**config.mk**
```make
export PLATFORM = sky130hd
export DESIGN_NAME = merge4
export DESIGN_NICKNAME = d
export VERILOG_FILES = /design/src/rtl/merge4.sv
export SDC_FILE = /design/constraint.sdc
export NUM_CORES = 1
export LEC_CHECK = 0
export CORE_AREA = 2 2 59 72
export CTS_BUF_LIST = sky130_fd_sc_hd__clkbuf_4 sky130_fd_sc_hd__clkbuf_8
export DETAILED_ROUTE_END_ITERATION = 16
export DIE_AREA = 0 0 61 74
export HOLD_SLACK_MARGIN = 0.15
export MAX_ROUTING_LAYER = met4
export PLACE_DENSITY = 0.82
export SLEW_MARGIN = 15
export SYNTH_ARGS = -nofsm -noshare
export SYNTH_HDL_FRONTEND = slang
export SYNTH_SLANG_ARGS = --single-unit
```
**constraint.sdc**
```tcl
create_clock -name clk -period 5.43 [get_ports clk]
set_clock_uncertainty 0.2 [all_clocks]
set_input_delay 1.3575 -clock clk [delete_from_list [all_inputs] [get_ports clk]]
set_output_delay 1.3575 -clock clk [all_outputs]
set_load 0.01 [all_outputs]
```
**src/rtl/merge4.sv**
```systemverilog
// Four-to-one valid/ready stream merger with round-robin arbitration.
// Each output word carries the 2-bit index of the channel it came from.
module merge4 #(
   parameter int unsigned WIDTH = 16
) (
   input  logic               clk,
   input  logic               rst_n,
   input  logic [4*WIDTH-1:0] in_data,
   input  logic [3:0]         in_valid,
   output logic [3:0]         in_ready,
   output logic [WIDTH-1:0]   out_data,
   output logic [1:0]         out_sel,
   output logic               out_valid,
   input  logic               out_ready
);

   logic [1:0] ptr;
   logic [1:0] win;
   logic [1:0] idx;
   logic       found;
   logic       load;
   logic       grant;

   assign load = !out_valid || out_ready;

   // First requesting channel scanning from ptr; ready is forced low while in reset.
   always_comb begin
      win   = '0;
      idx   = '0;
      found = 1'b0;
      for (int unsigned k = 0; k < 4; k++) begin
         idx = ptr + 2'(k);
         if (!found && in_valid[idx]) begin
            found = 1'b1;
            win   = idx;
         end
      end
      grant    = found && load && rst_n;
      in_ready = '0;
      if (grant)
         in_ready[win] = 1'b1;
   end

   always_ff @(posedge clk or negedge rst_n) begin
      if (!rst_n) begin
         out_data  <= '0;
         out_sel   <= '0;
         out_valid <= 1'b0;
         ptr       <= '0;
      end else if (grant) begin
         out_data  <= in_data[win*WIDTH +: WIDTH];
         out_sel   <= win;
         out_valid <= 1'b1;
         ptr       <= win + 2'd1;
      end else if (out_ready) begin
         out_valid <= 1'b0;
      end
   end

endmodule

```
# After elaboration in Yosys (flattened, before gate mapping)

Cells that the tools add are included.

Multiply operators: 0
Add/subtract/negate cells: 4
Bitwise operators: 0
Magnitude comparators: 6
Shift-type cells: 1
Reduce and logical (&&, ||, !) cells: 12
Multiplexer cells: 21
Div/mod/pow operators: 0
Equal/unequal tests: 0

Operators by type and width:

| kind                  | number |
|---|---|
| $shiftx A64 B7 Y16    | 1 |
| $lt A2 B3 Y1 const B  | 5 |
| $mux W1               | 11 |
| $bmux W1 S2           | 4 |
| $mux W2               | 4 |
| $logic_and A1 B1 Y1   | 6 |
| $add A2 B1 Y2 const B | 2 |
| $add A2 B2 Y2 const B | 2 |
| $logic_not A1 Y1      | 4 |
| $mux W4               | 1 |
| $demux W1 S2          | 1 |
| $ge A2 B1 Y1 const B  | 1 |
| $reduce_bool A2 Y1    | 1 |
| $logic_or A1 B1 Y1    | 1 |

Bits in read-only memories: 0
Memories: 0
Register bits: 21
Latch bits: 0
Output and inout port bits: 23
Input bits: 71
RAM bits: 0

# Depth between registers and ports, before layout

Gate-level depths: netlist (run 1).

Depth in word-level cells: 17
Gate-level depth with buffers: 6
Depth with buffers taken out: 5

# Worst setup path before layout (run 1)

OpenSTA, ideal clock, no wires.

Path kind: input port to output port
From: input in_valid[0]
To: output in_ready[2]
Slack: 1434 ps
Stages on the path: 5
Arrival: 2439 ps
Data required time: 3873 ps
Path buffers: 1
Path through: or4_1 > and3_4 > nand2_4 > buf_4 > nor2_1

Cells in the longest elaborated chain, start to end: 17
Elaborated cells between the ends (all ways): 30

Ends and longest elaborated chain:

| what                                                               | RTL line | source |
|---|---|---|
| from (decl)                                                        | 9        | `input logic [3:0] in_valid,` |
| $bmux W1 S2                                                        | 33       | `if (!found && in_valid[idx]) begin` |
| $mux W1 (implied by the code)                                      | 33       |  |
| $mux W1                                                            | 33       |  |
| $logic_not A1 Y1                                                   | 33       |  |
| $logic_and A1 B1 Y1                                                | 33       |  |
| $mux W1                                                            | 33       |  |
| $logic_not A1 Y1                                                   | 33       |  |
| $logic_and A1 B1 Y1                                                | 33       |  |
| $mux W1                                                            | 33       |  |
| $logic_not A1 Y1                                                   | 33       |  |
| $logic_and A1 B1 Y1                                                | 33       |  |
| $mux W2                                                            | 33       |  |
| $lt A2 B3 Y1 (implied by the code) or $ge A2 B1 Y1 (tied branches) | 41       | `in_ready[win] = 1'b1;` |
| $logic_and A1 B1 Y1 (implied by the code)                          | 41       |  |
| $mux W1 (implied by the code)                                      | 41       |  |
| $demux W1 S2                                                       | 41       |  |
| $mux W4 *                                                          | 40       | `if (grant)` |
| to (decl)                                                          | 10       | `output logic [3:0] in_ready,` |

Every way passes the cells marked *; elsewhere a longest branch is shown, timed or not. The select of a mux whose other input is x is not followed.

# Worst setup path in the final report (run 1)

From: input in_valid[1]
To: output in_ready[2]

The elaborated chain is that of the path after synthesis.

==> results of run 1 <==
cell families (layout without fill, tap and decap cells):
| logic type | after synthesis | count (layout) | synth area share [%] |
|---|---|---|---|
| buffers and inverters | 14 | 105 | 6.390 |
| multiplexers | 17 | 17 | 11.29 |
| AND/OR/NAND/NOR | 53 | 53 | 17.76 |
| XOR/XNOR | 1 | 1 | 0.5810 |
| AO/OA/AOI/OAI | 59 | 59 | 29.13 |
| flip-flops | 21 | 21 | 34.85 |
state kept, by name (all words and copies together), names as in the netlist:
signal / flops
out_valid: 1
ptr: 2
out_data: 16
out_sel: 2
area by class of cell:
class                      count  area [sq um]  share of cell area [%]
sequential                    21         525.5                   20.87
timing repair buffer          99         975.9                   38.77
tap                           54         67.56                   2.684
inverter                       2         7.507                  0.2982
clock buffer                   4         48.80                   1.938
multi-input combinational    130         892.1                   35.44
power by group through the flow:
stage / Combinational, mW / Clock, mW / Sequential (mW)
2_1_floorplan: 0.261 / 0 / 0.284
3_3_place_gp: 0.506 / 0 / 0.259
3_5_place_dp: 0.516 / 0 / 0.260
4_1_cts: 0.518 / 0.112 / 0.258
5_1_grt: 0.558 / 0.119 / 0.266
6_report: 0.514 / 0.109 / 0.257
metal layers:
layer	vias up	track usage, %
met3	4	2.609
met5	-	-
met4	0	4.348
li1	805	-
met1	766	28.63
met2	63	37.16
cell usage in the layout, fill, tap and decap left out, drive strengths merged:
cell and instances:
clkdlybuf4s50 93, nand2 26, dfrtp 21, o21ai 18
mux2i 17, nand3 17, a211o 16, o211ai 16
buf 6, a21oi 4, clkbuf 4, nor2 3
inv 2, nand2b 2, and3 2, o22ai 1
nand3b 1, a2bb2oi 1, or4 1, nor3 1
o22a 1, a21o 1, xnor2 1, a21boi 1
tightest hold or removal path, delay by kind of cell (launching register included):
kind / cells / cell delay (ps)
DFF: 1 / 350
and+or+nand+nor: 2 / 100
stage by stage:
step,util [%],hold WS (ps),std cells,cell area (sq um)
2_1_floorplan,-,309.2,165,1508
3_3_place_gp,64.16,273.8,306,2469
3_5_place_dp,64.16,267.3,306,2469
4_1_cts,65.43,285.4,310,2517
5_1_grt,65.43,318.6,310,2517
6_report,65.43,280.7,310,2517
path summary, 6_finish.rpt:
path                            cells after the start           to   startpoint  slack [ps]
worst min-delay path                                2   out_sel[0]   out_sel[0]         280
worst max-delay path                                6  in_ready[2]  in_valid[1]         420
max in group asynchronous                           2       ptr[1]        rst_n        3630
min in group asynchronous                           2  out_data[0]        rst_n        1220
worst max register to register                      6  out_data[3]       ptr[1]        3200
worst min register to register                      2   out_sel[0]   out_sel[0]         280
==> results.txt, run 1 <==
Entering global routing, the biggest net connects 38 pins. The first routing iteration left 121 violations. The first detailed-routing pass took 4 iterations. The analysis attributes to cell leakage a power of 1.021 nW. Along the worst path, the maximum fanout reaches 18. The worst setup path is launched from an input port. The via count of the first global-routing pass was 1577; the number of flops mapped to enable cells by yosys was 0. The tools report the root buffer selected by CTS as sky130_fd_sc_hd__clkbuf_8.

The layout overhead on the synthesized area was 66.97%. The tool flagged a number of max-cap violations equal to 0. Across every metal layer, demand over resource in global routing totals 22.11%.

The post-route total power is 0.8801 mW. The number of buffers added on ports was 93. Yosys mapped the design onto 31 distinct sky130hd cell types. The run finished with clean final reports. After routing, the total negative slack on setup checks comes to 0 ps. The vertical extent of the die works out to 74 um.

At the worst endpoint, the arrival time is 3450 ps. The buffering stage count on the worst path with inverters included is 2. The critical path is of the in -> out type. STA puts the critical path data required time at 3870 ps.

The number of nets in the finished design is 328, and the area of the die is 0.004514 sq mm. After detailed routing, the total wire length is 4.683 mm. The number of cells upsized or downsized after cts was 0. On the critical path the largest part of the delay comes from simple AND/OR/NAND/NOR gates.

The post-route netlist has 7.031% of its cells at a drive strength greater than 1. The run gives 39.19% as the starting density of the core. TritonCTS built the clock tree.

The run gives 0.1632 mV as the worst-case vdd ir drop. In the synthesized netlist the dominant register cell turns out to be sky130_fd_sc_hd__dfrtp_1. By count the netlist is led by sky130_fd_sc_hd__nand2_1, sky130_fd_sc_hd__dfrtp_1, sky130_fd_sc_hd__mux2i_1, sky130_fd_sc_hd__nand3_1. The tools report the count of hold buffers inserted by post-cts repair as 0. The first global-routing pass estimated 7.307 mm of wire. The clock passes through at most 2 buffers. The final max-slew violation count is 0, and the post-route met1 wirelength is 2.010 mm. Dividing total power by cell area gives a power density of 349.6 mW/mm^2. In this run the remaining antenna-violating nets after routing total 0.

Clock period minus worst slack: 5007 ps. Cell type contributing the most total cell area after synthesis: sky130_fd_sc_hd__dfrtp_1. The met3 wirelength from detailed routing came out at 266 um. Headroom to the max-slew limit came out at 59.43%.

After detailed routing, the number of remaining DRC violations is 0. The internal portion of the total power is 0.5455 mW. The cell area that synthesis handed to floorplanning was 0.001508 sq mm. Per report_power, the sequential group accounts for 29.2% of the total. For this design, the slowest cell found on the critical path is sky130_fd_sc_hd__or4_1. For this run, the top clock speed supported by timing is 199.7 MHz. The cell repeated most along the worst path is sky130_fd_sc_hd__clkdlybuf4s50_1. The run gives 1 as the number of H-tree branching levels. By area the synthesized netlist is led by sky130_fd_sc_hd__dfrtp_1, sky130_fd_sc_hd__mux2i_1, sky130_fd_sc_hd__a211o_1, sky130_fd_sc_hd__o211ai_1, sky130_fd_sc_hd__nand2_1. The largest single stage delay on the critical path is 600 ps.

Summed over its instances, the top area cell type makes up 34.85% of the synthesized netlist area. The run gives 0 as the hold violation total from the final report. The width of the chip is 61 um.

The floorplan has 25 rows. Once the clock tree was built, the setup fixing pass inserted 0 buffers. The tools report the synthesized netlist net count as 236. Counting the fill cells in the layout gives 352. Dividing the detail-routed wire length by the instance count gives 15.11 um.

The final-report setup violation count was 0; the number of clock sinks was 21. In the post-route analysis, the smallest setup slack over all paths is 423.4 ps. Combinational cells account for 58.4% of the total power. The highest metal layer used by the detailed router was met4. Setup repair after global routing left no endpoint under its margin.

The sequential share of the synthesized area is 34.85%, and the transition time at the pin with the least slew margin is 607.2 ps. The worst setup path is captured at an output port. The via count of the routed design is 1638. Using the TritonRoute via totals, the vias-per-cell ratio works out to 5.284. Net switching is 38.02% of the power. The placed wire-length estimate after detailed placement was 3.406 mm. The post-place setup slack is 417.2 ps, and the final cycle utilization of the critical path is 92.20%. For the placeable core region, the log shows 0.003847 sq mm. In this run, the clock network consumes 12.4% of the power.

Traced cell by cell, the critical path runs through clkdlybuf4s50_1 -> or4_1 -> and3_4 -> nand2_4 -> nor2_1 -> clkdlybuf4s50_1. Global routing finished with a remaining overflow of 0. Detailed routing placed a total of 2.369 mm of wire on met2. For the number of antenna violations at the first check in global routing, the log shows 0. In the post-synthesis netlist, the cell with the most instances is sky130_fd_sc_hd__nand2_1. The number of antenna diodes in the final layout is 0. After clock tree synthesis, the clock-pin slew on the worst setup and hold paths is 70 ps. The tools report the clock latency reported for the late side of the worst-skew pair as 250 ps. During synthesis, Yosys emitted a total of 0 warnings. TritonCTS created 3 clock buffers.

In this run the count of I/O pins placed on the die edge is 94. In this run the power spent charging and discharging nets is 0.3346 mW. Synthesis produced a netlist whose cell count is 165. Synthesis inferred 21 register bits. The path class of the tightest hold or removal check is reg -> reg.

Routability-driven placement finished with a final weighted congestion of 0.7880. After synthesis, the share of flip-flops with an asynchronous set or reset is 100.0%. A synthesized cell averages 9.138 sq um.
Note: power is estimated with default switching activity, not from simulation.
==> inputs of run 2 (changes only) <==
- TNS_END_PERCENT: default -> 100
==> results of run 2 <==
Same layout as run 1: the final DEF is identical, and so are final timing and power.
